**src/rtl/pipe_ctrl.sv**
```systemverilog
// ============================================================================
// pipe_ctrl : hazard/stall/flush controller for a 5-stage in-order pipeline.
// Optional performance counters are enabled by defining PIPE_CTRL_PERF_EN.
// Revision  : 1.0
// ============================================================================
`default_nettype none

module pipe_ctrl #(
  parameter int MEM_TIMEOUT = 255
) (
  input  logic        clk,
  input  logic        rst,
  input  logic [4:0]  id_rs1_id,
  input  logic [4:0]  id_rs2_id,
  input  logic        id_use_rs1,
  input  logic        id_use_rs2,
  input  logic [4:0]  ex_rd_id,
  input  logic        ex_is_load,
  input  logic        ex_mispredict,
  input  logic        m_mem_req,
  input  logic        dmem_ack,
  input  logic        wb_halt,
  output logic [1:0]  if_id_ctr,
  output logic [1:0]  id_ex_ctr,
  output logic [1:0]  ex_m_ctr,
  output logic [1:0]  m_wb_ctr,
  output logic        pc_en,
  output logic        pc_redirect,
  output logic        halted,
  output logic        mem_err,
  output logic [31:0] stall_cnt,
  output logic [31:0] flush_cnt
);

  localparam logic [1:0] CTR_NORMAL   = 2'b00;
  localparam logic [1:0] CTR_STALL    = 2'b01;
  localparam logic [1:0] CTR_BUBBLE   = 2'b10;
  localparam logic [7:0] TIMEOUT_LAST = 8'(MEM_TIMEOUT - 1);

  typedef enum logic [1:0] {
    S_INIT     = 2'd0,
    S_RUN      = 2'd1,
    S_MEM_WAIT = 2'd2,
    S_HALTED   = 2'd3
  } state_t;

  state_t     state;
  logic [7:0] wait_cnt;
  logic       mem_err_q;
  logic       mem_stall;
  logic       load_use;

  assign mem_stall = m_mem_req && !dmem_ack;
  assign load_use  = ex_is_load && (ex_rd_id != 5'd0) &&
                     ((id_use_rs1 && (id_rs1_id == ex_rd_id)) ||
                      (id_use_rs2 && (id_rs2_id == ex_rd_id)));

  // Outputs follow the state and live inputs; reset forces the INIT pattern.
  always_comb begin
    if_id_ctr   = CTR_NORMAL;
    id_ex_ctr   = CTR_NORMAL;
    ex_m_ctr    = CTR_NORMAL;
    m_wb_ctr    = CTR_NORMAL;
    pc_en       = 1'b0;
    pc_redirect = 1'b0;
    if (rst || state == S_INIT || (state != S_HALTED && wb_halt)) begin
      if_id_ctr = CTR_BUBBLE;
      id_ex_ctr = CTR_BUBBLE;
      ex_m_ctr  = CTR_BUBBLE;
      m_wb_ctr  = CTR_BUBBLE;
    end else if (state == S_HALTED) begin
      if_id_ctr = CTR_STALL;
      id_ex_ctr = CTR_STALL;
      ex_m_ctr  = CTR_STALL;
      m_wb_ctr  = CTR_STALL;
    end else if (mem_stall) begin
      if_id_ctr = CTR_STALL;
      id_ex_ctr = CTR_STALL;
      ex_m_ctr  = CTR_STALL;
      m_wb_ctr  = CTR_BUBBLE;
    end else if (ex_mispredict) begin
      if_id_ctr   = CTR_BUBBLE;
      id_ex_ctr   = CTR_BUBBLE;
      pc_en       = 1'b1;
      pc_redirect = 1'b1;
    end else if (load_use) begin
      if_id_ctr = CTR_STALL;
      id_ex_ctr = CTR_BUBBLE;
    end else begin
      pc_en = 1'b1;
    end
  end

  always_ff @(posedge clk) begin
    if (rst) begin
      state     <= S_INIT;
      wait_cnt  <= 8'd0;
      mem_err_q <= 1'b0;
    end else begin
      case (state)
        S_INIT: state <= S_RUN;
        S_RUN, S_MEM_WAIT: begin
          if (wb_halt) begin
            state <= S_HALTED;
          end else if (mem_stall) begin
            // wait_cnt holds the number of unacknowledged MEM_WAIT cycles already spent
            if (state == S_MEM_WAIT && wait_cnt == TIMEOUT_LAST) begin
              state     <= S_HALTED;
              mem_err_q <= 1'b1;
            end else begin
              state    <= S_MEM_WAIT;
              wait_cnt <= (state == S_RUN) ? 8'd0 : wait_cnt + 8'd1;
            end
          end else begin
            state <= S_RUN;
          end
        end
        default: state <= state;
      endcase
    end
  end

  assign halted  = (state == S_HALTED);
  assign mem_err = mem_err_q;

`ifdef PIPE_CTRL_PERF_EN
  logic [31:0] stall_q;
  logic [31:0] flush_q;

  always_ff @(posedge clk) begin
    if (rst) begin
      stall_q <= 32'd0;
      flush_q <= 32'd0;
    end else begin
      if ((state == S_RUN || state == S_MEM_WAIT) && !pc_en)
        stall_q <= stall_q + 32'd1;
      if (pc_redirect)
        flush_q <= flush_q + 32'd1;
    end
  end

  assign stall_cnt = stall_q;
  assign flush_cnt = flush_q;
`else
  assign stall_cnt = 32'd0;
  assign flush_cnt = 32'd0;
`endif

endmodule

`default_nettype wire

```
**config.mk**
```make
export PLATFORM = sky130hd
export DESIGN_NAME = pipe_ctrl
export DESIGN_NICKNAME = d
export VERILOG_FILES = /design/src/rtl/pipe_ctrl.sv
export SDC_FILE = /design/constraint.sdc
export NUM_CORES = 1
export LEC_CHECK = 0
export ABC_AREA = 1
export BUFFER_PORTS_ARGS = -buffer_cell sky130_fd_sc_hd__buf_2
export CORE_MARGIN = 2
export CORE_UTILIZATION = 27
export CTS_CLUSTER_DIAMETER = 150
export DETAILED_ROUTE_END_ITERATION = 8
export MAX_ROUTING_LAYER = met4
export PLACE_DENSITY = 0.59
export SYNTH_ARGS = -nofsm -noshare
export SYNTH_HDL_FRONTEND = slang
export SYNTH_SLANG_ARGS = --single-unit
```
**constraint.sdc**
```tcl
create_clock -name clk -period 1.68 [get_ports clk]
set_input_delay 0.336 -clock clk [delete_from_list [all_inputs] [get_ports clk]]
set_output_delay 0.336 -clock clk [all_outputs]
set_load 0.05 [all_outputs]
```
==> run metrics <==
failing checks setup timing; Ys Warns 0; Buffers on Ports 35; largest net degree at the start of global routing 10; final worst clock skew 0.002936 ns; CTS H-Tree Depth 1; Post-Syn Area per Cell around 6.5 um^2; Synth cell types 28; Starting Density 0.2748; switching pwr 0.0006430 W; clk_lat worst skew around 0.24 ns; Synth Instances ~230; Comb pwr share 0.554; CTS tree yes; internal power around 0.00060 W; worst setup path startpoint state[1]$_SDFFE_PP0P_; worst min path class in2reg; global route total overflow 0; Tcrit/Tclk final 1.080; first-pass GRT wire length approximately 4400 um; Max VDD drop around 0.26 mV; final wirelength just under 3000 um; DR DRC count 0; Root Buffer clkbuf_8; Die H around 78 um; placed cells around 340; RSZ-0062 raised after global routing yes; final setup fails 9; layout cells sized above 1 0.3785; Clock Power Share 0.220; max-cap violations 0; R2R setup slack 0.03 ns; Finished Layout Cells 360; clk slew on worst S/H paths around 0.050 ns; critical path type reg2out; DIE AREA ~6100 um^2; initial antenna violation count 0; register area share after synthesis 0.1483; 1st-iter DRT viols 62; achievable frequency approximately 550 MHz; worst r2r src state[0]$_SDFFE_PP0P_; Final Max Tran Viols 0; Placeable Area around 5400 um^2; Reg2Reg Depth 11; outcome complete, but fails checks; count of state elements after synthesis 11; Fill cells between 500 and 600; worst path required time between 1 and 1.5 ns; critical path launch point type flip-flop; PwrDens approximately 620 nW/um^2; mapped cell area around 1500 um^2; pre-CTS worst setup slack -0.1583 ns; CP Max Fanout 3; nets 320; DP Area ~1700 um^2; gr usage total 0.09071; Worst setup EP type primary output; die width between 70 and 80 um; post-route ant nets 0; # IOs 100; clk sinks 11; sequential power share 0.226; DR vias/cell between 3 and 4; vias in the first global route around 1100; cell row count 27; DR WL/cell ~8.2 um; switching share of power 0.5154; design area 2011 um^2; P&R area growth vs syn 35.38%; CTS buffer count 3; vias approximately 1300; Hold Vio Cnt, Final 0; Reg2Reg Capture Point wait_cnt[0]$_SDFFE_PP0P_; DR pass1 iterations 4; worst setup path endpoint id_ex_ctr[1]; clock buffer depth 2; n_diodes 0; HPWL after detailed placement 2153 um; crit path DAT between 1 and 1.5 ns; Hold WS 0.4349 ns; fin crit period ~1.8 ns; final worst slack -0.1340 ns; GPL Wtd Cong about 0.87; Leakage 1.073 nW
[logic make-up (layout without fill, tap and decap cells)]
kind of cell	count (synthesis)	after routing	synth area share
adder cells (fa/ha/maj)	7	7	0.05897
other	1	64	0.002525
AO/OA/AOI/OAI	15	15	0.06656
buffers and inverters	98	95	0.4153
XOR/XNOR	3	3	0.01769
AND/OR/NAND/NOR	93	93	0.2906
flip-flops	11	11	0.1483
[Yosys cell counts (all sizes together)]
| master | n | area share |
|---|---|---|
| ha | 7 | 0.059 |
| nor2 | 26 | 0.083 |
| nand4 | 2 | 0.0084 |
| xnor2 | 1 | 0.0059 |
| o21ai | 6 | 0.030 |
| dfxtp | 11 | 0.15 |
| inv | 33 | 0.087 |
| buf | 65 | 0.33 |
| o21bai | 1 | 0.0051 |
| a211oi | 1 | 0.0051 |
| nand2 | 56 | 0.16 |
| xor2 | 2 | 0.012 |
| nor3 | 1 | 0.0034 |
| nand3 | 8 | 0.034 |
| conb | 1 | 0.0025 |
| a21oi | 7 | 0.026 |
[state kept, by name (all words and copies together) (netlist names)]
register	cells
mem_err	1
wait_cnt	8
state	2
[area by class of cell]
cell class,instances,area (um^2),area share
clock buffers,4,45.04,0.02240
repair inverters,1,8.758,0.004356
multi-input cells,182,1064,0.5289
repair buffers,57,421.7,0.2097
inverters,33,153.9,0.07654
well taps,72,90.09,0.04480
flip-flops and latches,11,227.7,0.1133
[worst max-delay path: stages, from the launching register on]
cell and delay [ns]:
dfxtp_4 0.38, inv_4 0.05, ha_4 0.16, nor2_4 0.09, o21ai_4 0.09, inv_4 0.09
nand2_8 0.05, o21bai_4 0.17, buf_8 0.15
[what timing repair did]
action,4_1_cts,5_1_grt
cloned,0,1
hold buffers,0,0
setup endpoints to repair,10,13
buffers inserted,6,7
resized for setup,30,16
pin swaps,5,7
[per-layer routing]
| layer | part of all wire | up-vias | GRT usage |
|---|---|---|---|
| met4 | 0.025 | 0 | 0.04737 |
| met1 | 0.39 | 588 | 0.09686 |
| li1 | - | 679 | - |
| met5 | 0 | - | - |
| met3 | 0.076 | 7 | 0.009195 |
| met2 | 0.51 | 65 | 0.1655 |
[stage by stage]
| step | utilization | total power [W] | setup TNS [ns] |
|---|---|---|---|
| 2_1_floorplan | - | 0.0009124 | -0.6586 |
| 3_3_place_gp | 0.3130 | 0.0008839 | -0.3502 |
| 3_5_place_dp | 0.3130 | 0.0008861 | -0.3635 |
| 4_1_cts | 0.3493 | 0.001221 | -0.7790 |
| 5_1_grt | 0.3720 | 0.001306 | -1.240 |
| 6_report | 0.3720 | 0.001248 | -0.8155 |
[worst min-delay path by stage]
stage,slack (ns),from,depth (start not counted),endpoint
after floorplan,0.41,rst,1,wait_cnt[2]$_SDFFE_PP0P_
after global placement,0.45,mem_err$_SDFFE_PP0P_,2,mem_err$_SDFFE_PP0P_
after detailed placement,0.47,mem_err$_SDFFE_PP0P_,2,mem_err$_SDFFE_PP0P_
after CTS,0.43,rst,3,wait_cnt[2]$_SDFFE_PP0P_
after global routing,0.45,rst,3,mem_err$_SDFFE_PP0P_
final,0.43,rst,3,wait_cnt[2]$_SDFFE_PP0P_
[power groups by stage]
stage          Sequential [W]  Combinational (W)  Clock (W)
5_1_grt              0.000283           0.000732   0.000291
3_3_place_gp         0.000285           0.000599          0
3_5_place_dp         0.000285           0.000601          0
4_1_cts              0.000281           0.000662   0.000278
2_1_floorplan        0.000285           0.000628          0
6_report             0.000282           0.000691   0.000274
[layout by cell type, fill, tap and decap left out, drive strengths merged, types with 2 or more instances in the layout]
master	instances
clkbuf	4
conb	64
xor2	2
ha	7
buf	57
nand4	2
nand2	56
a21oi	7
inv	33
nor2	26
o21ai	6
nand3	8
dfxtp	11
Note: power is estimated with default switching activity, not from simulation.
